$ cat src/rtl/ctrl_pkg.sv
// Shared controller definitions: Q8.24 voltage format and the gate dead-time FSM encoding.
// Latency: none (constants and types only).
// Backpressure: not applicable.
package ctrl_pkg;

    // Control voltage format, signed Q8.24
    localparam int Q_INT  = 8;
    localparam int Q_FRAC = 24;
    localparam int Q_W    = Q_INT + Q_FRAC;

    typedef logic signed [Q_W-1:0] q8_24_t;

    // Nominal control voltage range, +/-10 V
    localparam q8_24_t VMAX = 32'sh0A00_0000;
    localparam q8_24_t VMIN = 32'shF600_0000;

    // Gate dead-time FSM: both-low wait states sit between every on-state change
    typedef enum logic [2:0] {
        IDLE = 3'd0,
        DT_L = 3'd1,
        LON  = 3'd2,
        DT_H = 3'd3,
        HON  = 3'd4
    } dt_state_t;

endpackage

$ cat src/rtl/vc_pwm_modulator_if.sv
// Control-voltage in / gate drive out bundle of the PWM modulator.
// Latency: none (wiring only).
// Backpressure: none; vc_valid is a fire-and-forget strobe, outputs are free-running.
// Ports: en, vc, vc_valid (master -> modulator); pwm_h, pwm_l, period_start, sat (modulator -> master).
interface vc_pwm_modulator_if;

    logic            en;
    ctrl_pkg::q8_24_t vc;
    logic            vc_valid;
    logic            pwm_h;
    logic            pwm_l;
    logic            period_start;
    logic            sat;

    modport master (
        output en, vc, vc_valid,
        input  pwm_h, pwm_l, period_start, sat
    );

    modport slave (
        input  en, vc, vc_valid,
        output pwm_h, pwm_l, period_start, sat
    );

endinterface

$ cat src/rtl/pwm_deadtime.sv
// Turns the raw PWM level into a complementary high/low gate pair with DEADTIME both-low cycles.
// Latency: 1 cycle from raw to gate state change, plus DEADTIME cycles of both-low on each transition.
// Backpressure: none; en=0 drops both gates at once and parks the FSM in IDLE.
// Ports: clk, rst (async, active-low), raw, en in; pwm_h, pwm_l out.
module pwm_deadtime
    import ctrl_pkg::*;
#(
    parameter int DEADTIME = 10
) (
    input  logic clk,
    input  logic rst,
    input  logic raw,
    input  logic en,
    output logic pwm_h,
    output logic pwm_l
);

    localparam int              DT_W    = $clog2(DEADTIME + 1);
    localparam logic [DT_W-1:0] DT_LAST = DT_W'(DEADTIME - 1);

    dt_state_t       state, state_n;
    logic [DT_W-1:0] dt_cnt, dt_n;
    logic            h_q, l_q;

    always_ff @(posedge clk or negedge rst) begin
        if (!rst) begin
            state  <= IDLE;
            dt_cnt <= '0;
            h_q    <= 1'b0;
            l_q    <= 1'b0;
        end else begin
            state  <= state_n;
            dt_cnt <= dt_n;
            h_q    <= (state_n == HON);
            l_q    <= (state_n == LON);
        end
    end

    // A raw level that flips back during a wait state restarts the opposite wait,
    // so pulses shorter than DEADTIME never turn on the gate they aim at.
    always_comb begin
        state_n = state;
        dt_n    = dt_cnt;
        if (!en) begin
            state_n = IDLE;
            dt_n    = '0;
        end else begin
            case (state)
                IDLE: begin
                    state_n = DT_L;
                    dt_n    = '0;
                end
                DT_L: begin
                    if (raw) begin
                        state_n = DT_H;
                        dt_n    = '0;
                    end else if (dt_cnt == DT_LAST) begin
                        state_n = LON;
                        dt_n    = '0;
                    end else begin
                        dt_n = dt_cnt + DT_W'(1);
                    end
                end
                LON: begin
                    if (raw) begin
                        state_n = DT_H;
                        dt_n    = '0;
                    end
                end
                DT_H: begin
                    if (!raw) begin
                        state_n = DT_L;
                        dt_n    = '0;
                    end else if (dt_cnt == DT_LAST) begin
                        state_n = HON;
                        dt_n    = '0;
                    end else begin
                        dt_n = dt_cnt + DT_W'(1);
                    end
                end
                HON: begin
                    if (!raw) begin
                        state_n = DT_L;
                        dt_n    = '0;
                    end
                end
                default: begin
                    state_n = IDLE;
                    dt_n    = '0;
                end
            endcase
        end
    end

    // en gates the registered outputs so disabling kills the gates in the same cycle
    assign pwm_h = h_q & en;
    assign pwm_l = l_q & en;

endmodule

$ cat src/rtl/vc_pwm_modulator.sv
// Converts the signed Q8.24 control voltage into an edge-aligned PWM compare and dead-timed gate pair.
// Latency: vc_valid -> shadow_cmp/sat 2 cycles; shadow -> active compare at the next period_start.
// Backpressure: none; vc_valid may fire every cycle and the most recent strobe wins.
// Ports: clk, rst (async, active-low), pwm (vc_pwm_modulator_if.slave: en, vc, vc_valid,
//        pwm_h, pwm_l, period_start, sat).
module vc_pwm_modulator
    import ctrl_pkg::*;
#(
    parameter int          PERIOD   = 1000,
    parameter int          CNT_W    = 16,
    parameter logic [31:0] GAIN     = 32'h0032_0000,
    parameter int          DEADTIME = 10
) (
    input  logic              clk,
    input  logic              rst,
    vc_pwm_modulator_if.slave pwm
);

    localparam logic [CNT_W-1:0]   CMP_MID  = CNT_W'(PERIOD / 2);
    localparam logic [CNT_W-1:0]   CMP_MAX  = CNT_W'(PERIOD);
    localparam logic [CNT_W-1:0]   CNT_LAST = CNT_W'(PERIOD - 1);
    localparam logic signed [63:0] D_MID    = 64'(PERIOD / 2);
    localparam logic signed [63:0] D_MAX    = 64'(PERIOD);
    localparam logic signed [63:0] RND_HALF = 64'sh0000_0080_0000_0000;

    // ---------------- scaling pipeline ----------------
    // S1: Q8.24 volts * Q16.16 counts/volt -> Q24.40 counts. The product is below 2**63
    // in magnitude, so a 64-bit signed multiply of the sign/zero-extended operands is exact.
    logic signed [63:0] vc_ext, gain_ext, prod_d, prod_q;
    logic               s1_vld;

    assign vc_ext   = {{32{pwm.vc[Q_W-1]}}, pwm.vc};
    assign gain_ext = {32'd0, GAIN};
    assign prod_d   = vc_ext * gain_ext;

    // S2: round half-up to whole counts, re-centre on mid-scale, clamp to [0, PERIOD]
    logic signed [63:0] rnd, d;
    logic [CNT_W-1:0]   cmp_d;
    logic               sat_d;

    assign rnd = prod_q + RND_HALF;
    assign d   = (rnd >>> 40) + D_MID;

    always_comb begin
        cmp_d = d[CNT_W-1:0];
        sat_d = 1'b0;
        if (d[63]) begin
            cmp_d = '0;
            sat_d = 1'b1;
        end else if (d > D_MAX) begin
            cmp_d = CMP_MAX;
            sat_d = 1'b1;
        end
    end

    logic [CNT_W-1:0] shadow_cmp;
    logic             sat_q;

    always_ff @(posedge clk or negedge rst) begin
        if (!rst) begin
            s1_vld     <= 1'b0;
            prod_q     <= '0;
            shadow_cmp <= CMP_MID;
            sat_q      <= 1'b0;
        end else begin
            s1_vld <= pwm.vc_valid;
            if (pwm.vc_valid) begin
                prod_q <= prod_d;
            end
            if (s1_vld) begin
                shadow_cmp <= cmp_d;
                sat_q      <= sat_d;
            end
        end
    end

    // ---------------- carrier counter ----------------
    // armed is low only in the first cycle after reset release; it keeps period_start
    // (combinational from cnt==0) low for as long as reset is asserted.
    logic             armed;
    logic             cnt_en;
    logic             start;
    logic [CNT_W-1:0] cnt;
    logic [CNT_W-1:0] active_cmp;
    logic             raw;

    assign cnt_en = pwm.en & armed;
    assign start  = cnt_en & (cnt == '0);

    always_ff @(posedge clk or negedge rst) begin
        if (!rst) begin
            armed      <= 1'b0;
            cnt        <= '0;
            active_cmp <= CMP_MID;
        end else begin
            armed <= 1'b1;
            if (!cnt_en || cnt == CNT_LAST) begin
                cnt <= '0;
            end else begin
                cnt <= cnt + CNT_W'(1);
            end
            // whole-period update only: the compare never changes mid-carrier
            if (start) begin
                active_cmp <= shadow_cmp;
            end
        end
    end

    // cmp=0 never matches (always low), cmp=PERIOD always matches (always high)
    assign raw = cnt_en & (cnt < active_cmp);

    pwm_deadtime #(
        .DEADTIME (DEADTIME)
    ) u_deadtime (
        .clk   (clk),
        .rst   (rst),
        .raw   (raw),
        .en    (pwm.en),
        .pwm_h (pwm.pwm_h),
        .pwm_l (pwm.pwm_l)
    );

    assign pwm.period_start = start;
    assign pwm.sat          = sat_q;

endmodule

$ cat src/flat_wrapper.sv
// flat-port wrapper written by rule: the top's interface ports become plain ports
module vc_pwm_modulator_flat import ctrl_pkg::*;
#(
    parameter int          PERIOD   = 1000,
    parameter int          CNT_W    = 16,
    parameter logic [31:0] GAIN     = 32'h0032_0000,
    parameter int          DEADTIME = 10
)
  (clk, rst, pwm_en, pwm_vc, pwm_vc_valid, pwm_pwm_h, pwm_pwm_l, pwm_period_start, pwm_sat);
  vc_pwm_modulator_if pwm_i ();
  input  logic clk;
  input  logic rst;
  input wire logic [$bits(pwm_i.en)-1:0] pwm_en;
  input wire logic [$bits(pwm_i.vc)-1:0] pwm_vc;
  input wire logic [$bits(pwm_i.vc_valid)-1:0] pwm_vc_valid;
  output wire logic [$bits(pwm_i.pwm_h)-1:0] pwm_pwm_h;
  output wire logic [$bits(pwm_i.pwm_l)-1:0] pwm_pwm_l;
  output wire logic [$bits(pwm_i.period_start)-1:0] pwm_period_start;
  output wire logic [$bits(pwm_i.sat)-1:0] pwm_sat;
  assign pwm_i.en = pwm_en;
  assign pwm_i.vc = pwm_vc;
  assign pwm_i.vc_valid = pwm_vc_valid;
  assign pwm_pwm_h = pwm_i.pwm_h;
  assign pwm_pwm_l = pwm_i.pwm_l;
  assign pwm_period_start = pwm_i.period_start;
  assign pwm_sat = pwm_i.sat;
  vc_pwm_modulator #(.PERIOD(PERIOD), .CNT_W(CNT_W), .GAIN(GAIN), .DEADTIME(DEADTIME)) u_core (.clk(clk), .rst(rst), .pwm(pwm_i));
endmodule
$ cat config.mk
export PLATFORM = sky130hd
export DESIGN_NAME = vc_pwm_modulator_flat
export DESIGN_NICKNAME = d
export VERILOG_FILES = /design/src/rtl/ctrl_pkg.sv /design/src/rtl/vc_pwm_modulator_if.sv /design/src/rtl/pwm_deadtime.sv /design/src/rtl/vc_pwm_modulator.sv /design/src/flat_wrapper.sv
export SDC_FILE = /design/constraint.sdc
export NUM_CORES = 1
export LEC_CHECK = 0
export BUFFER_PORTS_ARGS = -buffer_cell sky130_fd_sc_hd__buf_2
export CORE_MARGIN = 5
export CORE_UTILIZATION = 60
export CTS_CLUSTER_SIZE = 12
export DETAILED_ROUTE_END_ITERATION = 10
export PLACE_DENSITY = 0.79
export SETUP_SLACK_MARGIN = 0.1
export SLEW_MARGIN = 20
export SYNTH_ARGS = -nofsm -noshare
export SYNTH_HDL_FRONTEND = slang
export SYNTH_SLANG_ARGS = --single-unit
$ cat constraint.sdc
create_clock -name clk -period 3.1 [get_ports clk]
set_clock_uncertainty 0.1 [all_clocks]
set_input_delay 0 -clock clk [delete_from_list [all_inputs] [get_ports clk]]
set_output_delay 0 -clock clk [all_outputs]
set_load 0.01 [all_outputs]
==> out/results.txt <==
Result of the run = finished with violations
Violations in the final reports = setup timing
Number of buffers created by CTS = 9
Cells on worst reg2reg path = 12
Final #Nets = 1143
CP Data Required Time = 3.22 ns
HPWL after detailed placement = 12520 µm
Mean routed wirelength per cell = 20.47 µm
Detailed-route vias per instance = 6.112
Number of flip-flops and latches in the synthesized netlist = 76
Ys async rst share = 100.0%
Power, Total = 6.232 mW
Final setup fails = 11
Most common cell in the netlist = sky130_fd_sc_hd__inv_1
Most used flip-flop cell after synthesis = sky130_fd_sc_hd__dfrtp_1
Worst-case clock buffer depth = 2
Number of clock sinks = 76
Ratio of final minimum period to clock period = 110.9%
Highest achievable clock rate = 290.9 MHz
Share of final-layout standard cells stronger than drive strength 1 = 32.75%
Final count of pins violating max slew = 0
Final global-route overflow total = 0
Final cell utilization of the core = 81.34%
Via count of the routed design = 6815
Pin count of the biggest net entering global routing = 59
Standard-cell rows = 40
Relative max-transition margin = 52.51%
Final setup slack of the worst path = -0.3381 ns
Post-detailed-routing wire length = 22820 µm
Detailed Routing Iterations Pass 1 = 5
Placeable Area = 11960 µm²
Routability congestion estimate from global placement = 0.8597
Starting density of the core = 61.14%
Global-route wire length before repair = 32330 µm
Worst Setup Start Kind = input port
Fraction of the yosys area taken by sequential cells = 26.21%
Cell type contributing the most total cell area after synthesis = sky130_fd_sc_hd__dfrtp_1
Number of enable-type register cells in the synthesized netlist = 0
Worst-margin pin slew = 0.7123 ns
Syn Nets = 1008
Total Routing Usage GR = 27.56%
Worst setup path category = in2reg
Area growth syn-to-layout = 33.04%
Sort of element at the end of the critical path = flop
Height of the die = 120.4 µm
Lkg Pwr = 4.735 nW
Post-synthesis cell area = 7313 µm²
Cell at the root of the clock tree = sky130_fd_sc_hd__clkbuf_16
Time the worst path needs with I/O delays and setup = 3.438 ns
TritonCTS clock tree = done
Cell types with the largest area share after synthesis = sky130_fd_sc_hd__dfrtp_1 22%, sky130_fd_sc_hd__ha_1 20%, sky130_fd_sc_hd__inv_1 8.8%
Depth of the CTS H-tree = 3
Via count of the first global-routing pass = 6962
Number of max-cap violations = 0
Register clock-pin slew on the reported worst setup and hold paths = 0.06 ns
Insertion delay to the later sink of the worst-skew pair = 0.35 ns
ANT cells = 0
DRC violation count after routing = 0
Max VDD drop = 0.3734 mV
Yosys Warn Count = 0
Die Footprint = 14500 µm²
Fin. Hold Viols = 0
Worst-path maximum fanout = 3
I/O pin total = 40
Number of antenna violations at the first check in global routing = 0
WP data arrival = 3.56 ns
Unique cell type count in the Yosys netlist = 66
Remaining antenna violation count = 0
P per Cell Area = 640.6 nW/µm²
PortBufs = 39
Unrepaired setup endpoints after global routing = yes
Number of instances in the synthesized netlist = 828
Synthesized area per cell = 8.832 µm²
Area share of the largest cell type after synthesis = 21.90%
Number of DRC violations after detailed-routing iteration 0 = 568
Post-synth top cells = 172 x sky130_fd_sc_hd__inv_1, 115 x sky130_fd_sc_hd__ha_1, 64 x sky130_fd_sc_hd__dfrtp_1
Class of the most critical hold timing path = in2async
Die width = 120.4 µm
## flip-flops by register name, indices dropped and copies added (netlist names)
| name | cells |
|---|---|
| u_core.shadow_cmp | 16 |
| u_core.armed | 1 |
| u_core.pwm.sat | 1 |
| u_core.prod_q | 16 |
| u_core.u_deadtime.dt_cnt | 4 |
| u_core.u_deadtime.h_q | 1 |
| u_core.cnt | 16 |
| u_core.u_deadtime.l_q | 1 |
| u_core.u_deadtime.state | 3 |
| u_core.active_cmp | 16 |
| u_core.s1_vld | 1 |
## layout by cell type, fill, tap and decap left out, types with 13 or more instances in the layout
cell                      instances
sky130_fd_sc_hd__inv_1          151
sky130_fd_sc_hd__buf_4           94
sky130_fd_sc_hd__ha_1            71
sky130_fd_sc_hd__dfrtp_1         60
sky130_fd_sc_hd__nand2_1         59
sky130_fd_sc_hd__nor2_1          52
sky130_fd_sc_hd__ha_4            42
sky130_fd_sc_hd__fa_1            29
sky130_fd_sc_hd__buf_2           28
sky130_fd_sc_hd__o21ai_0         27
sky130_fd_sc_hd__xor2_1          22
sky130_fd_sc_hd__a21oi_1         21
sky130_fd_sc_hd__inv_2           20
sky130_fd_sc_hd__nand3_1         19
sky130_fd_sc_hd__xnor2_1         19
sky130_fd_sc_hd__a21o_1          13
sky130_fd_sc_hd__mux2_2          13
sky130_fd_sc_hd__buf_6           13
## stage by stage
stage / setup TNS, ns / instance area [µm²] / instances / worst slack [ns] / hold WS (ns)
final: -1.813 / 9729 / 1115 / -0.3381 / 0.03956
after global routing: -2.541 / 9729 / 1115 / -0.3587 / 0.08423
after CTS: 0 / 9324 / 1102 / 0.02167 / 0.05000
after detailed placement: -4.437 / 8421 / 1073 / -0.4796 / -0.1358
after global placement: -3.565 / 8421 / 1073 / -0.4082 / -0.1446
after floorplan: -0.3165 / 7523 / 828 / -0.1341 / -0.3956
## metal layers
metal	GRT usage (%)	up-vias	share of wire, %
met3	5.145	154	5.6
met4	16.29	0	6.5
met5	0	-	0
met1	29.54	3281	37
li1	-	3022	-
met2	50.19	358	51
## final cells by class
type,instances,area [µm²]
inverters,172,648.1
flip-flops and latches,76,1922
clock inverters,6,95.09
repair buffers,143,1087
clock buffers,10,239.0
well taps,147,183.9
fillers,615,2232
multi-input cells,561,5554
## cell families after synthesis
group                      Yosys count  synth area share (%)
AOI/OAI and AO/OA                  137                 12.57
xor gates and xnor gates            45                 5.577
adders and majority gates          144                 27.61
buffers and inverters              191                 9.923
DFF                                 76                 26.21
muxes                               21                 3.131
other                                1               0.05128
and+or+nand+nor                    213                 14.92
## worst paths after layout
path / start / to / slack, ns
worst min register to register: u_core.shadow_cmp[2] / u_core.active_cmp[2] / 0.38
max in group asynchronous: rst / u_core.active_cmp[12] / 1.79
worst max register to register: u_core.prod_q[39] / u_core.shadow_cmp[4] / 0.15
worst max-delay path: pwm_vc[13] / u_core.prod_q[47] / -0.34
min in group clk: pwm_vc[30] / u_core.prod_q[62] / 0.36
worst min-delay path: rst / u_core.prod_q[46] / 0.04
## critical path: stages
cell and delay [ns]:
sky130_fd_sc_hd__buf_2 0.13, sky130_fd_sc_hd__ha_4 0.26, sky130_fd_sc_hd__inv_1 0.07, sky130_fd_sc_hd__fa_1 0.59
sky130_fd_sc_hd__inv_2 0.08, sky130_fd_sc_hd__ha_4 0.26, sky130_fd_sc_hd__ha_4 0.29, sky130_fd_sc_hd__o21ai_4 0.06
sky130_fd_sc_hd__buf_4 0.14, sky130_fd_sc_hd__a21oi_4 0.15, sky130_fd_sc_hd__o41ai_4 0.10, sky130_fd_sc_hd__a211o_1 0.33
sky130_fd_sc_hd__a31oi_4 0.22, sky130_fd_sc_hd__buf_4 0.16, sky130_fd_sc_hd__a21oi_2 0.07, sky130_fd_sc_hd__o21bai_1 0.21
sky130_fd_sc_hd__xor2_1 0.13, sky130_fd_sc_hd__mux2_2 0.30
## repair_timing
action | CTS | global route
hold buffers | 4 | 0
pin swaps | 63 | 33
hold endpoints to repair | 24 | 0
cloned | 0 | 0
setup buffers | 10 | 15
endpoints found under the setup margin | 19 | 25
resized for setup | 86 | 59
## power by group
part	switching (mW)	total (mW)	internal [mW]
clock network	0.442	1.18	0.735
registers	0.247	1.43	1.18
logic	1.87	3.62	1.76
Power figures use the tool's default switching activity.
